`config.mk`:
```
export PLATFORM = sky130hd
export DESIGN_NAME = vpl_shiftadd_mult
export DESIGN_NICKNAME = d
export VERILOG_FILES = /design/src/rtl/vpl_mult_pkg.sv /design/src/rtl/vpl_mult_acc.sv /design/src/rtl/vpl_shiftadd_mult.sv
export SDC_FILE = /design/constraint.sdc
export NUM_CORES = 1
export LEC_CHECK = 0
export BUFFER_PORTS_ARGS = -buffer_cell sky130_fd_sc_hd__buf_2
export CAP_MARGIN = 5
export CORE_UTILIZATION = 37
export DETAILED_ROUTE_END_ITERATION = 8
export PLACE_DENSITY = 0.63
export SLEW_MARGIN = 30
export SYNTH_ARGS = -nofsm -noshare
export SYNTH_HDL_FRONTEND = slang
export SYNTH_HIERARCHICAL = 1
export SYNTH_SLANG_ARGS = --single-unit
```
`constraint.sdc`:
```
create_clock -name clock -period 1.5 [get_ports clock]
set_input_delay 0.3 -clock clock [delete_from_list [all_inputs] [get_ports clock]]
set_output_delay 0.3 -clock clock [all_outputs]
set_load 0.01 [all_outputs]
```
`src/rtl/vpl_mult_pkg.sv`:
```
// Shared definitions for the shift-and-add multiplier: FSM state encoding and width helpers.
// Signed operation is selected at build time with VPL_MULT_SIGNED_EN.
package vpl_mult_pkg;

    localparam int STATE_W = 2;

    typedef enum logic [STATE_W-1:0] {
        IDLE  = 2'd0,
        ADD   = 2'd1,
        SHIFT = 2'd2,
        DONE  = 2'd3
    } state_t;

    function automatic int prod_w(input int mcand_w, input int mplr_w);
        return mcand_w + mplr_w;
    endfunction

endpackage

```
`src/rtl/vpl_mult_acc.sv`:
```
// Multiplier datapath: M register plus the {carry, high, low} accumulator triple.
// With VPL_MULT_SIGNED_EN the carry acts as a sign bit and the final step subtracts M.
module vpl_mult_acc
    import vpl_mult_pkg::*;
#(
    parameter int MCAND_W = 8,
    parameter int MPLR_W  = 4
) (
    input  logic               clock,
    input  logic               rst_n,
    input  logic               load,
    input  logic               add,
    input  logic               shift,
`ifdef VPL_MULT_SIGNED_EN
    input  logic               last,
`endif
    input  logic [MCAND_W-1:0] multiplicand,
    input  logic [MPLR_W-1:0]  multiplier,
    output logic [MCAND_W-1:0] high,
    output logic [MPLR_W-1:0]  low
);

    logic [MCAND_W-1:0] m_reg;
    logic               carry;
    logic [MCAND_W:0]   sum;

    // In signed mode carry always mirrors the sign of high between steps, so
    // holding it on a skipped add keeps the arithmetic shift correct.
    always_comb begin
        sum = '0;
`ifdef VPL_MULT_SIGNED_EN
        if (last)
            sum = {high[MCAND_W-1], high} - {m_reg[MCAND_W-1], m_reg};
        else
            sum = {high[MCAND_W-1], high} + {m_reg[MCAND_W-1], m_reg};
`else
        sum = {1'b0, high} + {1'b0, m_reg};
`endif
    end

    always_ff @(posedge clock or negedge rst_n) begin
        if (!rst_n) begin
            m_reg <= '0;
            carry <= 1'b0;
            high  <= '0;
            low   <= '0;
        end else if (load) begin
            m_reg <= multiplicand;
            carry <= 1'b0;
            high  <= '0;
            low   <= multiplier;
        end else if (add && low[0]) begin
            {carry, high} <= sum;
        end else if (shift) begin
`ifdef VPL_MULT_SIGNED_EN
            {carry, high, low} <= {carry, carry, high, low[MPLR_W-1:1]};
`else
            {carry, high, low} <= {1'b0, carry, high, low[MPLR_W-1:1]};
`endif
        end
    end

endmodule

```
`src/rtl/vpl_shiftadd_mult.sv`:
```
// Sequential shift-and-add multiplier with a constant BIAS added to the final product.
// Define VPL_MULT_SIGNED_EN for two's-complement operands; default build is unsigned.
module vpl_shiftadd_mult
    import vpl_mult_pkg::*;
#(
    parameter int MCAND_W = 8,
    parameter int MPLR_W  = 4,
    parameter int BIAS    = 0,
    localparam int PROD_W = prod_w(MCAND_W, MPLR_W)
) (
    input  logic               clock,
    input  logic               res_n,
    input  logic               start,
    input  logic               abort,
    input  logic [MCAND_W-1:0] multiplicand,
    input  logic [MPLR_W-1:0]  multiplier,
    output logic [PROD_W-1:0]  product,
    output logic               cout,
    output logic               busy,
    output logic               done
);

    localparam int                CNT_W  = $clog2(MPLR_W + 1);
    localparam logic [PROD_W-1:0] BIAS_V = PROD_W'(BIAS);

    logic [1:0]         rst_sync;
    logic               rst_n;
    state_t             state;
    logic [CNT_W-1:0]   cnt;
    logic [MCAND_W-1:0] high;
    logic [MPLR_W-1:0]  low;
    logic [PROD_W:0]    biased;
    logic               acc_load;
    logic               acc_add;
    logic               acc_shift;

    // Reset asserts immediately but releases only after two clean clock edges.
    always_ff @(posedge clock or negedge res_n) begin
        if (!res_n)
            rst_sync <= '0;
        else
            rst_sync <= {rst_sync[0], 1'b1};
    end

    assign rst_n     = rst_sync[1];
    assign acc_load  = (state == IDLE)  && start && !abort;
    assign acc_add   = (state == ADD)   && !abort;
    assign acc_shift = (state == SHIFT) && !abort;
    assign biased    = {1'b0, high, low} + {1'b0, BIAS_V};

    vpl_mult_acc #(
        .MCAND_W (MCAND_W),
        .MPLR_W  (MPLR_W)
    ) u_acc (
        .clock        (clock),
        .rst_n        (rst_n),
        .load         (acc_load),
        .add          (acc_add),
        .shift        (acc_shift),
`ifdef VPL_MULT_SIGNED_EN
        .last         (cnt == CNT_W'(1)),
`endif
        .multiplicand (multiplicand),
        .multiplier   (multiplier),
        .high         (high),
        .low          (low)
    );

    // product/cout only move in DONE, so an aborted run leaves the last result intact.
    always_ff @(posedge clock or negedge rst_n) begin
        if (!rst_n) begin
            state   <= IDLE;
            cnt     <= '0;
            product <= '0;
            cout    <= 1'b0;
            busy    <= 1'b0;
            done    <= 1'b0;
        end else begin
            done <= 1'b0;
            if (abort) begin
                state <= IDLE;
                busy  <= 1'b0;
            end else begin
                case (state)
                    IDLE: begin
                        if (start) begin
                            state <= ADD;
                            cnt   <= CNT_W'(MPLR_W);
                            busy  <= 1'b1;
                        end
                    end
                    ADD: begin
                        state <= SHIFT;
                    end
                    SHIFT: begin
                        cnt <= cnt - CNT_W'(1);
                        if (cnt == CNT_W'(1)) begin
                            state <= DONE;
                            busy  <= 1'b0;
                        end else begin
                            state <= ADD;
                        end
                    end
                    DONE: begin
                        product <= biased[PROD_W-1:0];
                        cout    <= biased[PROD_W];
                        done    <= 1'b1;
                        state   <= IDLE;
                    end
                    default: state <= IDLE;
                endcase
            end
        end
    end

endmodule

```
==> run_results.csv <==
group,metric,value,unit
hold_path,hold_path.class,"flip-flop to asynchronous set/reset pin",
synth,synth_edf_count,0,
final_layout,final_nets,293,
global_routing,first_global_vias,1709,
clocking,clock_path_buffers,2,
placed_design,hpwl,3.35,mm
sta,setup_slack,-303,ps
setup_path,cp-end-kind,"flip-flop",
status,violations,"negative setup slack",
clocking,cts_sinks,42,
power_and_ir_drop,power.density,1170,nW/µm²
sta,fin_tns_setup,-1470,ps
power_and_ir_drop,leakage,1.61,nW
route,dr.pass1.iters,4,
power_and_ir_drop,vdd_ir_drop_max,0.684,mV
final_layout,final_cells,339,
route,vias,1751,
sta,fin_skew,5.61,ps
status,status,"finished with violations",
final_layout,area_delta_synth_final,51.4,%
clocking,htree_levels,2,
synth,syn_nets,214,
setup_path,r2r_end,"u_acc/high[6]",
global_routing,grt_max_degree,23,
synth,yosysTopAreaCellShare,0.485,
route,met3_length,192,µm
synth,synth_area_per_cell,11.6,µm²
sta,slew_viol_final,0,
route,wl,5.35,mm
floorplanning,die_w,78.5,µm
synth,async_reset_ff_frac,1.00,
sta,rsz0062_at_grt,"true",
clocking,cts_tree,"yes",
floorplanning,start_util,0.389,
setup_path,start_kind,"flip-flop",
setup_path,cp_max_fo,4,
floorplanning,dieArea,6160,µm²
synth,synth_top_area_cell,"dfrtp_1",
route,top_layer,"met4",
sta,setup_violations,14,
floorplanning,io_pins,31,
final_layout,drive_gt1_frac,0.569,
global_routing,grt_usage,0.179,
setup_path,reg2reg_slack,-300,ps
synth,synth_top_flop_cell,"dfrtp_1",
route,wl_per_cell,15.8,µm
synth,yosys_warnings,6,
sta,fin_crit,1800,ps
route,met1Wirelength,2.43,mm
sta,min_period_over_period,1.20,
clocking,cts_made_buffers,5,
placed_design,place_inst,310,
global_routing,grt.overflow.total,0,
sta,hold_violations,0,
floorplanning,die_h,78.5,µm
sta,fmax,555,MHz
floorplanning,rows,27,
synth,synth_common_cells,"dfrtp_1, nand2_1, a21oi_1",
clocking,cts_root_buf,"clkbuf_8",
placed_design,gp_congestion,0.817,
synth,synth_area,2170,µm²
synth,synth_seq_cells,42,
clocking,cts.reportedPaths.clkPinSlew,80,ps
synth,netlist_instances,187,
setup_path,crit_arrival,1990,ps
placed_design,io_buffers,29,
synth,ys_seq_area_frac,0.485,
floorplanning,core,5570,µm²
synth,synth_area_leaders,"dfrtp_1, mux2_4, ha_1, mux2_2, mux2i_1",
clocking,clock_latency,290,ps
placed_design,dp_slack,-329,ps
final_layout,antenna_cells,0,
route,route.met2.wl,2.62,mm
global_routing,grt_first_pass_wirelength,8.40,mm
route,ant_nets,0,
route,viasPerCell,5.17,
route,drcViolationCount,0,
final_layout,largest_reg_flops,12,
run,cap_violations,0,
global_routing,grt_antenna_before_repair,0,
route,drt_iter0_drc,62,
setup_path,critPathRequiredTime,1690,ps
setup_path,worstSetupPathType,"flip-flop to flip-flop",
synth,yosys.cell_count.top_type,"dfrtp_1",
setup_path,r2r_start,"u_acc/m_reg[0]",
synth,yosysUniqueCellTypes,46,
setup_path,r2r_cells,7,
## power by group
group	switching [mW]	internal [mW]	leakage, nW
Combinational	0.650	0.801	1.01
Sequential	0.163	1.32	0.542
Clock	0.395	0.497	0.0514
## how the worst max path moves through the flow
stage | start | to | slack (ps) | cells after the start
2_1_floorplan | u_acc/high[0] | u_acc/high[6] | -230 | 7
3_3_place_gp | u_acc/m_reg[0] | u_acc/high[6] | -250 | 7
3_5_place_dp | u_acc/m_reg[0] | u_acc/carry | -330 | 7
4_1_cts | u_acc/m_reg[0] | u_acc/high[6] | -290 | 7
5_1_grt | u_acc/high[0] | u_acc/high[6] | -390 | 7
6_report | u_acc/m_reg[0] | u_acc/high[6] | -300 | 7
## cells by family (layout without fill, tap and decap cells)
| logic type | after synthesis | after routing | share of synthesized area |
|---|---|---|---|
| AOI/OAI and AO/OA | 47 | 47 | 0.150 |
| DFF | 42 | 42 | 0.485 |
| and+or+nand+nor | 39 | 39 | 0.101 |
| muxes | 26 | 26 | 0.147 |
| buffers and inverters | 18 | 98 | 0.0381 |
| adders and majority gates | 11 | 11 | 0.0670 |
| other | 2 | 2 | 0.00347 |
| xor gates and xnor gates | 2 | 2 | 0.00809 |
## metrics by stage
stage / area, µm² / hold WS (ps) / total power [mW] / utilization
6_report: 3280 / 219 / 3.83 / 0.588
5_1_grt: 3280 / 214 / 4.06 / 0.588
3_5_place_dp: 2680 / 89.7 / 2.56 / 0.481
3_3_place_gp: 2680 / 89.2 / 2.53 / 0.481
4_1_cts: 2980 / 211 / 3.63 / 0.534
2_1_floorplan: 2270 / 4.41 / 2.16 / -
## cell type report
class	count	area, µm²
repair buffers	81	648
well taps	72	90.1
multi-input cells	127	1350
flip-flops and latches	42	1050
clock buffers	6	72.6
clock inverters	2	37.5
inverters	9	33.8
fillers	443	2290
## critical path, cell delays in order, from the launching register on
cell       delay [ps]
dfrtp_1           350
ha_2              190
inv_2              40
fa_2              360
nor2b_4           130
o31a_1            220
o22ai_2           100
a2111oi_2         300
## timing repair
item | CTS | global route
cloned | 0 | 2
pin swaps | 12 | 9
buffers inserted | 6 | 12
endpoints found under the setup margin | 19 | 20
hold endpoints to repair | 2 | 0
hold buffers | 1 | 0
resized for setup | 32 | 35
## cells in the final DEF (no fill, tap or decap), types with 4 or more instances in the layout
cell and instances:
dfrtp_1 42, buf_4 37, buf_2 29, mux2_4 18, buf_6 8, inv_1 7, mux2i_1 7, nand2_1 7
nor2_1 6, a21oi_1 6, clkbuf_8 5, ha_4 5, o21ai_0 4, ha_1 4, a211oi_2 4
## layer usage
layer,up-vias,global-route usage
met1,867,0.231
li1,826,-
met3,12,0.0407
met4,0,0.0870
met2,46,0.281
met5,-,0
No activity file was read; power rests on OpenSTA's default activity.
